<file path="src/rtl/pq_gen_pkg.sv">
// Shared types and helpers for the pq candidate generator and its FIFO.
// Holds the FSM encoding, default geometry and the digit-sum mod-3 reduction.
package pq_gen_pkg;

  localparam int DEF_NUM_BITS  = 128;
  localparam int DEF_RNG_WIDTH = 32;
  localparam int WORDS         = DEF_NUM_BITS / DEF_RNG_WIDTH;
  localparam int REJ_W         = 16;
  localparam int MOD3_MAX_BITS = 512;

  typedef enum logic [1:0] {
    IDLE,
    COLLECT,
    CHECK,
    WRITE
  } state_e;

  // 4 == 1 (mod 3), so the sum of all 2-bit digits has the same residue as v.
  function automatic logic [1:0] mod3(input logic [MOD3_MAX_BITS-1:0] v);
    logic [10:0] sum;
    sum = '0;
    for (int i = 0; i < MOD3_MAX_BITS / 2; i++) begin
      sum = sum + 11'(v[2*i +: 2]);
    end
    return 2'(sum % 11'd3);
  endfunction

endpackage

</file>
<file path="src/rtl/pq_candidate_gen_if.sv">
// RNG input beats, enable, and pq FIFO read side of the candidate generator.
// master is the generator's view; slave is the RNG/tester side.
interface pq_candidate_gen_if
  import pq_gen_pkg::*;
#(
  parameter int NUM_BITS   = 128,
  parameter int RNG_WIDTH  = 32,
  parameter int FIFO_DEPTH = 4
);

  logic                          enable;
  logic                          rng_valid;
  logic [RNG_WIDTH-1:0]          rng_data;
  logic                          rng_ready;
  logic                          pq_fifo_rd_en;
  logic [NUM_BITS-1:0]           pq_fifo_dout;
  logic                          pq_fifo_empty;
  logic                          pq_fifo_full;
  logic [$clog2(FIFO_DEPTH):0]   pq_fifo_count;
  logic [REJ_W-1:0]              reject_count;

  modport master (
    input  enable, rng_valid, rng_data, pq_fifo_rd_en,
    output rng_ready, pq_fifo_dout, pq_fifo_empty, pq_fifo_full,
           pq_fifo_count, reject_count
  );

  modport slave (
    output enable, rng_valid, rng_data, pq_fifo_rd_en,
    input  rng_ready, pq_fifo_dout, pq_fifo_empty, pq_fifo_full,
           pq_fifo_count, reject_count
  );

endinterface

</file>
<file path="src/rtl/pq_sync_fifo.sv">
// First-word-fall-through synchronous FIFO with registered empty/full/count.
// Pops on empty and pushes on full are ignored; the head reads as 0 while empty.
module pq_sync_fifo #(
  parameter int WIDTH = 128,
  parameter int DEPTH = 4
) (
  input  logic                     clk,
  input  logic                     rst_i,
  input  logic                     wr_en_i,
  input  logic [WIDTH-1:0]         wr_data_i,
  input  logic                     rd_en_i,
  output logic [WIDTH-1:0]         rd_data_o,
  output logic                     empty_o,
  output logic                     full_o,
  output logic [$clog2(DEPTH):0]   count_o
);

  localparam int AW = $clog2(DEPTH);
  localparam int CW = AW + 1;

  logic [WIDTH-1:0] mem [DEPTH];
  logic [AW-1:0]    wr_ptr_q, rd_ptr_q;
  logic [CW-1:0]    count_q, count_d;
  logic             empty_q, full_q;
  logic             push, pop;

  assign push = wr_en_i && !full_q;
  assign pop  = rd_en_i && !empty_q;

  always_comb begin
    count_d = count_q;
    case ({push, pop})
      2'b10:   count_d = count_q + CW'(1);
      2'b01:   count_d = count_q - CW'(1);
      default: count_d = count_q;
    endcase
  end

  // NOTE: sequential state uses <= so every register samples pre-edge values.
  always_ff @(posedge clk) begin
    if (rst_i) begin
      wr_ptr_q <= '0;
      rd_ptr_q <= '0;
      count_q  <= '0;
      empty_q  <= 1'b1;
      full_q   <= 1'b0;
    end else begin
      if (push) wr_ptr_q <= wr_ptr_q + AW'(1);
      if (pop)  rd_ptr_q <= rd_ptr_q + AW'(1);
      count_q <= count_d;
      empty_q <= (count_d == '0);
      full_q  <= (count_d == CW'(DEPTH));
    end
  end

  // NOTE: storage is left unreset; the empty flag masks stale entries instead.
  always_ff @(posedge clk) begin
    if (push) mem[wr_ptr_q] <= wr_data_i;
  end

  assign rd_data_o = empty_q ? '0 : mem[rd_ptr_q];
  assign empty_o   = empty_q;
  assign full_o    = full_q;
  assign count_o   = count_q;

endmodule

</file>
<file path="src/rtl/pq_candidate_gen.sv">
// Packs RNG beats (LS word first) into odd, full-width candidates, optionally
// drops multiples of 3, and queues survivors in an FWFT FIFO for the tester.
module pq_candidate_gen
  import pq_gen_pkg::*;
#(
  parameter int NUM_BITS    = 128,
  parameter int RNG_WIDTH   = 32,
  parameter int FIFO_DEPTH  = 4,
  parameter int FILTER_MOD3 = 1
) (
  input  logic              aclk,
  input  logic              areset,
  pq_candidate_gen_if.master bus
);

  localparam int N_WORDS = NUM_BITS / RNG_WIDTH;
  localparam int CNT_W   = (N_WORDS > 1) ? $clog2(N_WORDS) : 1;

  state_e             state_q, state_d;
  logic [CNT_W-1:0]   cnt_q, cnt_d;
  logic [NUM_BITS-1:0] asm_q, asm_d;
  logic [NUM_BITS-1:0] cand_q, cand_d;
  logic [REJ_W-1:0]   rej_q, rej_d;
  logic [NUM_BITS-1:0] cand;
  logic               div3;
  logic               push;
  logic               fifo_full;

  always_comb begin
    cand               = asm_q;
    cand[NUM_BITS-1]   = 1'b1;
    cand[0]            = 1'b1;
  end

  assign div3 = (mod3(MOD3_MAX_BITS'(cand)) == 2'd0);

  // NOTE: every always_comb output gets a default first so no latch is inferred.
  always_comb begin
    state_d = state_q;
    cnt_d   = cnt_q;
    asm_d   = asm_q;
    cand_d  = cand_q;
    rej_d   = rej_q;
    push    = 1'b0;
    case (state_q)
      IDLE: begin
        if (bus.enable) begin
          state_d = COLLECT;
          cnt_d   = '0;
        end
      end
      COLLECT: begin
        if (bus.rng_valid) begin
          asm_d[cnt_q*RNG_WIDTH +: RNG_WIDTH] = bus.rng_data;
          if (cnt_q == CNT_W'(N_WORDS - 1)) begin
            cnt_d   = '0;
            state_d = CHECK;
          end else begin
            cnt_d = cnt_q + CNT_W'(1);
          end
        end
      end
      CHECK: begin
        cand_d = cand;
        if (FILTER_MOD3 != 0 && div3) begin
          if (rej_q != '1) rej_d = rej_q + REJ_W'(1);
          state_d = bus.enable ? COLLECT : IDLE;
        end else begin
          state_d = WRITE;
        end
      end
      WRITE: begin
        // Hold the candidate until the FIFO has room; it is never dropped.
        if (!fifo_full) begin
          push    = 1'b1;
          state_d = bus.enable ? COLLECT : IDLE;
        end
      end
      default: state_d = IDLE;
    endcase
  end

  always_ff @(posedge aclk) begin
    if (areset) begin
      state_q <= IDLE;
      cnt_q   <= '0;
      asm_q   <= '0;
      cand_q  <= '0;
      rej_q   <= '0;
    end else begin
      state_q <= state_d;
      cnt_q   <= cnt_d;
      asm_q   <= asm_d;
      cand_q  <= cand_d;
      rej_q   <= rej_d;
    end
  end

  assign bus.rng_ready    = (state_q == COLLECT);
  assign bus.reject_count = rej_q;
  assign bus.pq_fifo_full = fifo_full;

  pq_sync_fifo #(
    .WIDTH (NUM_BITS),
    .DEPTH (FIFO_DEPTH)
  ) u_fifo (
    .clk       (aclk),
    .rst_i     (areset),
    .wr_en_i   (push),
    .wr_data_i (cand_q),
    .rd_en_i   (bus.pq_fifo_rd_en),
    .rd_data_o (bus.pq_fifo_dout),
    .empty_o   (bus.pq_fifo_empty),
    .full_o    (fifo_full),
    .count_o   (bus.pq_fifo_count)
  );

endmodule

</file>
<file path="src/flat_wrapper.sv">
// flat-port wrapper written by rule: the top's interface ports become plain ports
module pq_candidate_gen_flat import pq_gen_pkg::*;
#(
  parameter int NUM_BITS    = 128,
  parameter int RNG_WIDTH   = 32,
  parameter int FIFO_DEPTH  = 4,
  parameter int FILTER_MOD3 = 1
)
  (aclk, areset, bus_enable, bus_rng_valid, bus_rng_data, bus_pq_fifo_rd_en, bus_rng_ready, bus_pq_fifo_dout, bus_pq_fifo_empty, bus_pq_fifo_full, bus_pq_fifo_count, bus_reject_count);
  pq_candidate_gen_if #(.NUM_BITS(NUM_BITS), .RNG_WIDTH(RNG_WIDTH), .FIFO_DEPTH(FIFO_DEPTH)) bus_i ();
  input  logic aclk;
  input  logic areset;
  input wire logic [$bits(bus_i.enable)-1:0] bus_enable;
  input wire logic [$bits(bus_i.rng_valid)-1:0] bus_rng_valid;
  input wire logic [$bits(bus_i.rng_data)-1:0] bus_rng_data;
  input wire logic [$bits(bus_i.pq_fifo_rd_en)-1:0] bus_pq_fifo_rd_en;
  output wire logic [$bits(bus_i.rng_ready)-1:0] bus_rng_ready;
  output wire logic [$bits(bus_i.pq_fifo_dout)-1:0] bus_pq_fifo_dout;
  output wire logic [$bits(bus_i.pq_fifo_empty)-1:0] bus_pq_fifo_empty;
  output wire logic [$bits(bus_i.pq_fifo_full)-1:0] bus_pq_fifo_full;
  output wire logic [$bits(bus_i.pq_fifo_count)-1:0] bus_pq_fifo_count;
  output wire logic [$bits(bus_i.reject_count)-1:0] bus_reject_count;
  assign bus_i.enable = bus_enable;
  assign bus_i.rng_valid = bus_rng_valid;
  assign bus_i.rng_data = bus_rng_data;
  assign bus_i.pq_fifo_rd_en = bus_pq_fifo_rd_en;
  assign bus_rng_ready = bus_i.rng_ready;
  assign bus_pq_fifo_dout = bus_i.pq_fifo_dout;
  assign bus_pq_fifo_empty = bus_i.pq_fifo_empty;
  assign bus_pq_fifo_full = bus_i.pq_fifo_full;
  assign bus_pq_fifo_count = bus_i.pq_fifo_count;
  assign bus_reject_count = bus_i.reject_count;
  pq_candidate_gen #(.NUM_BITS(NUM_BITS), .RNG_WIDTH(RNG_WIDTH), .FIFO_DEPTH(FIFO_DEPTH), .FILTER_MOD3(FILTER_MOD3)) u_core (.aclk(aclk), .areset(areset), .bus(bus_i));
endmodule
</file>
<file path="config.mk">
export PLATFORM = sky130hd
export DESIGN_NAME = pq_candidate_gen_flat
export DESIGN_NICKNAME = d
export VERILOG_FILES = /design/src/rtl/pq_gen_pkg.sv /design/src/rtl/pq_candidate_gen_if.sv /design/src/rtl/pq_sync_fifo.sv /design/src/rtl/pq_candidate_gen.sv /design/src/flat_wrapper.sv
export SDC_FILE = /design/constraint.sdc
export NUM_CORES = 1
export LEC_CHECK = 0
export CORE_MARGIN = 8
export CORE_UTILIZATION = 41
export DETAILED_ROUTE_END_ITERATION = 7
export HOLD_SLACK_MARGIN = 0.02
export PLACE_DENSITY_LB_ADDON = 0.08
export SETUP_SLACK_MARGIN = 0.1
export SYNTH_ARGS = -nofsm -noshare
export SYNTH_HDL_FRONTEND = slang
export SYNTH_SLANG_ARGS = --single-unit
</file>
<file path="constraint.sdc">
create_clock -name aclk -period 23.1 [get_ports aclk]
set_input_delay 2.31 -clock aclk [delete_from_list [all_inputs] [get_ports aclk]]
set_output_delay 2.31 -clock aclk [all_outputs]
set_load 0.1 [all_outputs]
</file>
==> out/metrics.sh, run 1 <==
OUTCOME='complete, no violations'
YOSYS.AREA.TOP_TYPE='sky130_fd_sc_hd__edfxtp_1'
CTS.HTREE.LEVELS=3
CRITICAL_PATH.STARTPOINT_TYPE='register'
BOUNDARYPINS=187
GRT_MAX_DEGREE=104
SYNTH_FA_HA_AREA_FRAC=0.0906
PLACE_INST=3696
SYNTH_LARGEST_TYPE_AREA_FRACTION=0.450
SETUP-VIOLATIONS-FINAL=0
CTS_TREE='yes'
TIMING_MAX_TRANSITION_VIOLATIONS_FINAL=0
POST_SYNTHESIS_REGISTER_BIT_COUNT=792
CTS.REPAIR.RESIZED=0
DETAIL_ROUTE.FIRST_PASS.ITERATIONS=8
SYNTH.AREA.MUX_SHARE=0.0860
ASYNC_S_R_FF_SHARE_SYNTH=0
NUMCTSBUFFERS=86
NUMBER_OF_FLOPS_MAPPED_TO_ENABLE_CELLS_BY_YOSYS=508
MIN-DELAY-PATH-CLASS='reg -> reg'
CLKTRANSATPATHREGS_NS=0.06
SWITCHINGPOWER_mW=0.822
FILL_CELLS=7235
PEAKVDDDROP_mV=0.0568
GP_ROUTABILITY_CONGESTION=0.887
DRT-VIAS-PER-INSTANCE=5.26
MIN_FROM='u_core.asm_q[112]'
IO_BUFFER_COUNT=186
POST_SYNTH_NUM_CELL_TYPES=63
SYNTH_TOP_CELLS_BY_AREA='sky130_fd_sc_hd__edfxtp_1 (45%), sky130_fd_sc_hd__dfxtp_1 (17%), sky130_fd_sc_hd__mux4_2 (8.4%)'
CLOCK_INSERTION_DELAY_WORST_SKEW_NS=0.65
WORSTPATHMAXFANOUT=12
CTS.REPAIR_TIMING.SETUP_BUFFER_COUNT=0
CLOCK_POWER_SHARE=0.432
DIE-WIDTH_UM=303
POWER_SWITCHING_SHARE=0.248
POWER_LEAKAGE_nW=13.4
LAYOUT_SETUP_WS_NS=12.90
INTERNAL_POWER_mW=2.49
MOSTFREQUENTLAYOUTCELLS='sky130_fd_sc_hd__edfxtp_1 (508), sky130_fd_sc_hd__nand2_1 (406), sky130_fd_sc_hd__dfxtp_1 (281), sky130_fd_sc_hd__a21oi_1 (269), sky130_fd_sc_hd__inv_1 (189)'
MAX_STAGE_DELAY_NS=0.60
HOLD_SLACK_NS=0.459
PATH_COMMON_CELL='sky130_fd_sc_hd__fa_1'
ROUTEDWLPERCELL_UM=22.1
OVERALL_DIE_AREA_UM2=92100
DRV_CAP=0
CRITPATHKIND='reg -> reg'
MAX_SLEW_MARGIN=0.196
HOLD_END='u_core.cand_q[112]'
FINAL_HOLD_VIOL_COUNT=0
INITIAL_ANTENNA_VIOLATION_COUNT=7
SYNTH_TOP_FAMILY_BY_AREA='simple AND/OR/NAND/NOR gates'
SYNTH_SIMPLE_GATE_AREA_SHARE=0.106
REQUIRED_WORST_ENDPOINT_NS=23.65
PRE_CTS_SETUP_SLACK_NS=12.96
MAX_BUFFERS_ROOT_TO_SINK=3
RELATIVE_CONTRIBUTION_OF_SEQUENTIAL_CELLS_TO_TOTAL_POWER=0.454
SYN_AVG_CELL_AREA_UM2=13.2
SYNTH-COMPOUND-AREA-SHARE=0.0535
DESIGN.CORE.AREA_UM2=82000
HOLDPATHSTAGES=2
CRITICAL_PATH_S_SLOWEST_CELL='sky130_fd_sc_hd__fa_1'
POST_LAYOUT_NET_COUNT=2920
REGTOREGSTARTPOINT='u_core.asm_q[2]'
POST_SYNTH_INST_COUNT=2564
DESIGN_POWER_TOTAL_mW=3.32
DRTITER0DRC=1401
INITIAL_UTILIZATION=0.413
FIN_CRIT_SH=0.442
SYNTH_XOR_XNOR_AREA_SHARE=0.00724
SYNTH_FP_NETS=2770
SETUP_REPAIR_AFTER_GLOBAL_ROUTING_MISSED_ITS_MARGIN='no'
PWR-SHARE-COMB=0.114
REGTOREGSETUPSLACK_NS=12.90
DP_HPWL_UM=56300
REG2REG_TO='u_core.bus.reject_count[7]'
FIRST_GLOBAL_VIAS=20928
GRT.TOTAL_USAGE=0.186
CRIT_PATH_END_KIND='register'
TIMING.REG2REG.WORST_PATH_DEPTH=30
FINAL_COMMON_CELL='sky130_fd_sc_hd__edfxtp_1'
CRITICAL_PATH_ARRIVAL_NS=10.75
DETAIL_ROUTE.WIRELENGTH_UM=85500
SYNTH_SEQ_AREA_SHARE=0.618
TIMING.FMAX_MHz=98.0
PLACEMENT_ROWS=105
FINCLKSKEW_NS=0.0249
ANTENNA_LEFT=0
CELLPOWERDENSITY_nW_PER_UM2=83.3
DRIVE_ABOVE_1_SHARE=0.114
FLOW.AREA_GROWTH_FROM_SYNTHESIS_PCT=17.5
POST_SYNTH_INSTANCE_AREA_UM2=33900
FIN_CRIT_NS=10.20
SYNTH_TOP_FLOP_CELL='sky130_fd_sc_hd__edfxtp_1'
YS.WARNINGS.COUNT=0
GRT_REMAINING_OVERFLOW=0
DIE-HEIGHT_UM=303
NUM_VIAS=20336
TIMING_WORST_SLEW_PIN_VALUE_NS=1.21
CTS_HOLD_BUFFERS=0
FINAL.SETUP.TNS_NS=0
CTS.SINK_COUNT=792
CTS_ROOT_BUFFER='sky130_fd_sc_hd__clkbuf_16'
GRT_FIRST_PASS_WIRELENGTH_UM=130000
REMAINING_DRC_ERRORS=0
STDCELL_COUNT=3863
## sequential cells by signal, indices dropped and copies added, names as in the netlist, named ones only
name,cells
u_core.cand_q,127
u_core.u_fifo.mem,508
u_core.asm_q,126
u_core.bus.reject_count,16
u_core.cnt_q,2
u_core.state_q,2
u_core.u_fifo.count_o,3
u_core.u_fifo.full_o,1
u_core.u_fifo.rd_ptr_q,2
u_core.u_fifo.empty_o,1
u_core.u_fifo.wr_ptr_q,2
## worst max-delay path: cells and delay by family, from the launching register on
family,cells,cell delay (ns)
buffers and inverters,5,0.32
AOI/OAI and AO/OA,5,1.52
adders and majority gates,13,5.87
and+or+nand+nor,5,1.47
DFF,1,0.40
xor gates and xnor gates,2,0.53
## area by class of cell
type,count,area (um^2),share of cell area
flip-flops and latches,792,21000,0.527
multi-input cells,1430,11700,0.293
clock buffers,114,2490,0.0625
repair buffers,215,2080,0.0524
well taps,1070,1340,0.0336
inverters,189,709,0.0178
clock inverters,48,537,0.0135
diodes,5,12.5,0.000314
## Yosys cell counts, types with 3 or more instances
| library cell | instances |
|---|---|
| sky130_fd_sc_hd__edfxtp_1 | 508 |
| sky130_fd_sc_hd__nand2_1 | 406 |
| sky130_fd_sc_hd__dfxtp_1 | 284 |
| sky130_fd_sc_hd__a21oi_1 | 269 |
| sky130_fd_sc_hd__inv_1 | 189 |
| sky130_fd_sc_hd__nand3_1 | 134 |
| sky130_fd_sc_hd__nor2b_1 | 131 |
| sky130_fd_sc_hd__clkbuf_1 | 127 |
| sky130_fd_sc_hd__fa_1 | 127 |
| sky130_fd_sc_hd__mux4_2 | 127 |
| sky130_fd_sc_hd__ha_1 | 42 |
| sky130_fd_sc_hd__nor2_1 | 40 |
| sky130_fd_sc_hd__buf_1 | 20 |
| sky130_fd_sc_hd__o21ai_0 | 16 |
| sky130_fd_sc_hd__xnor2_1 | 14 |
| sky130_fd_sc_hd__xor2_1 | 14 |
| sky130_fd_sc_hd__and3_1 | 11 |
| sky130_fd_sc_hd__and2_1 | 9 |
| sky130_fd_sc_hd__nor3b_1 | 7 |
| sky130_fd_sc_hd__a31oi_1 | 6 |
| sky130_fd_sc_hd__nand2b_1 | 6 |
| sky130_fd_sc_hd__nor3_1 | 6 |
| sky130_fd_sc_hd__or3_1 | 5 |
| sky130_fd_sc_hd__a21o_1 | 4 |
| sky130_fd_sc_hd__mux2i_1 | 4 |
| sky130_fd_sc_hd__o21a_1 | 4 |
| sky130_fd_sc_hd__a211oi_1 | 3 |
| sky130_fd_sc_hd__buf_2 | 3 |
| sky130_fd_sc_hd__o2111ai_1 | 3 |
| sky130_fd_sc_hd__o211ai_1 | 3 |
| sky130_fd_sc_hd__or4_1 | 3 |
## metrics by stage
stage / area [um^2] / util
CTS: 39800 / 0.485
detailed placement: 36800 / 0.448
global placement: 36800 / 0.448
global route: 39800 / 0.485
finish: 39800 / 0.485
floorplan: 33900 / -
## worst max path at each step
stage                                from                          to  slack, ns  cells after the start
after detailed placement  u_core.asm_q[2]  u_core.bus.reject_count[9]      12.96                     30
after floorplan           u_core.asm_q[2]  u_core.bus.reject_count[3]      13.69                     32
after CTS                 u_core.asm_q[2]  u_core.bus.reject_count[9]      12.91                     30
final                     u_core.asm_q[2]  u_core.bus.reject_count[7]      12.90                     30
after global routing      u_core.asm_q[2]  u_core.bus.reject_count[9]      12.34                     30
after global placement    u_core.asm_q[2]  u_core.bus.reject_count[7]      13.04                     30
## power by group through the flow
stage | Combinational [mW] | Clock, mW | Sequential, mW
2_1_floorplan | 0.282 | 0 | 1.53
3_3_place_gp | 0.372 | 0 | 1.54
3_5_place_dp | 0.378 | 0 | 1.54
4_1_cts | 0.382 | 1.46 | 1.51
5_1_grt | 0.414 | 1.52 | 1.51
6_report | 0.379 | 1.43 | 1.51
## cell families after synthesis
kind of cell | after synthesis
DFF | 792
and+or+nand+nor | 773
buffers and inverters | 342
AOI/OAI and AO/OA | 328
adders and majority gates | 169
muxes | 132
xor gates and xnor gates | 28
## layer usage
metal,vias to the layer above,track usage,share of wire
met4,2,0.0466,0.022
li1,9291,-,-
met3,116,0.0371,0.055
met5,-,0,0.00015
met2,500,0.309,0.49
met1,10427,0.251,0.44
(Power assumes the default switching activity.)
==> run 2: changes to the inputs <==
- clock period: 23.1 -> 9.28 ns (I/O delays scaled with it)
==> out/metrics.sh, run 2 (synthesis gave the netlist of run 1 again) <==
POWER_SWITCHING_SHARE=0.253  # was 0.248
DRIVE_ABOVE_1_SHARE=0.156  # was 0.114
CTS_HOLD_BUFFERS=0  # unchanged
TIMING_WORST_SLEW_PIN_VALUE_NS=1.22  # was 1.21 ns
DIE-WIDTH_UM=303  # unchanged
UPPERMOST_LAYER_ROUTED='met5'  # unchanged
MIN-DELAY-PATH-CLASS='reg -> reg'  # unchanged
CTS.HTREE.LEVELS=3  # unchanged
CRITICAL_PATH.STARTPOINT_TYPE='register'  # unchanged
MAX_STAGE_DELAY_NS=0.61  # was 0.60 ns
CELLPOWERDENSITY_nW_PER_UM2=208  # was 83.3 nW/um^2
LARGEST_REGISTER_FFS=508  # unchanged
FINCLKSKEW_NS=0.0268  # was 0.0249 ns
HOLD_SLACK_NS=0.468  # was 0.459 ns
INITIAL_UTILIZATION=0.413  # unchanged
LAYOUT_SETUP_WS_NS=-0.0522  # was 12.90 ns
NUM_VIAS=20618  # was 20336
HOLD_END='u_core.asm_q[118]'  # was u_core.cand_q[112]
CTS.SINK_COUNT=792  # unchanged
MIN_FROM='u_core.asm_q[118]'  # was u_core.asm_q[112]
FAILING_CHECKS='negative setup slack'
WORSTPATHMAXFANOUT=5  # was 12
PLACEMENT.CELL_AREA_UM2=37300  # was 36800 um^2
MAX_BUFFERS_ROOT_TO_SINK=3  # unchanged
CRITICAL_PATH_S_SLOWEST_CELL='sky130_fd_sc_hd__fa_1'  # unchanged
DRT-VIAS-PER-INSTANCE=5.23  # was 5.26
ROUTEDWLPERCELL_UM=22.2  # was 22.1 um
LARGESTREGISTERS='u_core.u_fifo.mem (508), u_core.cand_q (127), u_core.asm_q (126)'  # unchanged
GRT_FIRST_PASS_WIRELENGTH_UM=133000  # was 130000 um
CLOCK_INSERTION_DELAY_WORST_SKEW_NS=0.62  # was 0.65 ns
POST_LAYOUT_NET_COUNT=3006  # was 2920
FIRST_GLOBAL_VIAS=21611  # was 20928
IO_BUFFER_COUNT=186  # unchanged
OUTCOME='complete, but fails checks'  # was complete, no violations
LARGEST-REGISTER='u_core.u_fifo.mem'  # unchanged
MET2_LENGTH_UM=43300  # was 41500 um
PEAKVDDDROP_mV=0.148  # was 0.0568 mV
ANTENNA_LEFT=0  # unchanged
REMAINING_DRC_ERRORS=0  # unchanged
CRITPATHKIND='reg -> reg'  # unchanged
INTERNAL_POWER_mW=6.28  # was 2.49 mW
CLKTRANSATPATHREGS_NS=0.06  # about the same
DIE-HEIGHT_UM=303  # unchanged
FINISH.INSTANCE_AREA_UM2=40500  # was 39800 um^2
REG2REG_TO='u_core.bus.reject_count[9]'  # was u_core.bus.reject_count[7]
CTS_ROOT_BUFFER='sky130_fd_sc_hd__clkbuf_16'  # unchanged
REGTOREGSTARTPOINT='u_core.asm_q[1]'  # was u_core.asm_q[2]
DESIGN.CORE.AREA_UM2=82000  # unchanged
CTS_TREE='yes'  # unchanged
BOUNDARYPINS=187  # unchanged
DETAIL_ROUTE.FIRST_PASS.ITERATIONS=6  # was 8
FINAL_COMMON_CELL='sky130_fd_sc_hd__edfxtp_1'  # unchanged
GRT_MAX_DEGREE=104  # unchanged
FINAL_HOLD_VIOL_COUNT=0  # unchanged
MET3_WIRE_LEN_UM=5380  # was 4700 um
SWITCHINGPOWER_mW=2.13  # was 0.822 mW
TIMING_MAX_TRANSITION_VIOLATIONS_FINAL=0  # unchanged
DRTITER0DRC=1384  # was 1401
ROUTE.LAYER.MET1.WL_UM=37100  # was 37300 um
PLACEMENT_ROWS=105  # unchanged
PATH_COMMON_CELL='sky130_fd_sc_hd__fa_1'  # unchanged
INITIAL_ANTENNA_VIOLATION_COUNT=2  # was 7
PWR-SHARE-COMB=0.150  # was 0.114
CRIT_PATH_BUFFERS_INVERTERS=5  # unchanged
OVERALL_DIE_AREA_UM2=92100  # unchanged
MAX_SLEW_MARGIN=0.187  # was 0.196
LAYOUT.CORE_UTILIZATION=0.494  # was 0.485
DETAIL_ROUTE.WIRELENGTH_UM=87600  # was 85500 um
SETUP_REPAIR_AFTER_GLOBAL_ROUTING_MISSED_ITS_MARGIN='yes'  # was no
CRITICAL_PATH_ARRIVAL_NS=9.88  # was 10.75 ns
FLOW.AREA_GROWTH_FROM_SYNTHESIS_PCT=19.6  # was 17.5%
GRT_REMAINING_OVERFLOW=0  # unchanged
GP_ROUTABILITY_CONGESTION=0.901  # was 0.887
FIN_CRIT_SH=1.01  # was 0.442
HOLDPATHSTAGES=2  # unchanged
NUMCTSBUFFERS=85  # was 86
CLOCK_POWER_SHARE=0.404  # was 0.432
REQUIRED_WORST_ENDPOINT_NS=9.83  # was 23.65 ns
REGTOREGSETUPSLACK_NS=-0.05  # was 12.90 ns
POWER_LEAKAGE_nW=13.8  # was 13.4 nW
DP_HPWL_UM=57600  # was 56300 um
RELATIVE_CONTRIBUTION_OF_SEQUENTIAL_CELLS_TO_TOTAL_POWER=0.446  # was 0.454
CPLARGESTDELAYFAMILY='adder cells'  # unchanged
FINAL.SETUP.TNS_NS=-0.183  # was 0 ns
MOSTFREQUENTLAYOUTCELLS='sky130_fd_sc_hd__edfxtp_1 (508), sky130_fd_sc_hd__nand2_1 (405), sky130_fd_sc_hd__dfxtp_1 (275), sky130_fd_sc_hd__a21oi_1 (265), sky130_fd_sc_hd__clkdlybuf4s50_1 (185)'  # was sky130_fd_sc_hd__edfxtp_1 (508), sky130_fd_sc_hd__nand2_1 (406), sky130_fd_sc_hd__dfxtp_1 (281), sky130_fd_sc_hd__a21oi_1 (269), sky130_fd_sc_hd__inv_1 (189)
SETUP-VIOLATIONS-FINAL=7  # was 0
TIMING.REG2REG.WORST_PATH_DEPTH=31  # was 30
DRV_CAP=0  # unchanged
FIN_CRIT_NS=9.33  # was 10.20 ns
WORST_SETUP_STARTPOINT='u_core.asm_q[1]'  # was u_core.asm_q[2]
GRT.TOTAL_USAGE=0.191  # was 0.186
CRIT_PATH_END_KIND='register'  # unchanged
TIMING.FMAX_MHz=107  # was 98.0 MHz
PRE_CTS_SETUP_SLACK_NS=-0.273  # was 12.96 ns
[run 2: changes by cell type in the layout (fill, tap and decap cells not counted), sizes merged, moves of 3 or more]
cell    delta
bufinv     -3
diode      -4
buf       +86
clkinv     -4
clkbuf     +4
[run 2: worst max-delay path by stage]
stage                             endpoint  cells past startpoint
2_1_floorplan   u_core.bus.reject_count[3]                     33
3_3_place_gp   u_core.bus.reject_count[10]                     33
3_5_place_dp    u_core.bus.reject_count[6]                     31
4_1_cts         u_core.bus.reject_count[9]                     32
5_1_grt                  u_core.state_q[0]                     32
6_report        u_core.bus.reject_count[9]                     31
[run 2: final cells by class]
class                           count  area [um^2]
Inverter                          189          709
Clock buffer                      118         2460
Timing Repair Buffer              301         2750
Multi-Input combinational cell   1431        11900
Clock inverter                     41          369
Tap cell                         1070         1340
Sequential cell                   792        21000
Fill cell                        7249        41500
Antenna cell                        1         2.50
[run 2: metal layers]
metal | track usage | vias up
met3 | 0.0434 | 107
met5 | 0 | -
met1 | 0.248 | 10559
met2 | 0.323 | 473
li1 | - | 9477
met4 | 0.0503 | 2
[run 2: stage by stage]
stage	instances	power, mW
2_1_floorplan	2564	4.54
3_3_place_gp	3767	4.87
3_5_place_dp	3767	4.89
4_1_cts	3939	8.43
5_1_grt	3942	8.74
6_report	3943	8.41
[run 2: repair_timing]
action	in CTS	in global routing
gates cloned	1	0
resized for setup	42	27
pin swaps	48	15
setup buffers	12	3
setup endpoints to repair	18	18
[run 2: power by group through the flow]
stage / Combinational [mW] / Clock, mW / Sequential, mW
floorplan: 0.719 / 0 / 3.82
global placement: 1.05 / 0 / 3.82
detailed placement: 1.07 / 0 / 3.82
CTS: 1.20 / 3.48 / 3.75
global route: 1.38 / 3.61 / 3.75
finish: 1.27 / 3.40 / 3.75
[run 2: worst min-delay path, stage by stage (launching register included)]
cell and delay (ns):
sky130_fd_sc_hd__dfxtp_2 0.32, sky130_fd_sc_hd__nand2_1 0.06, sky130_fd_sc_hd__a21oi_1 0.05
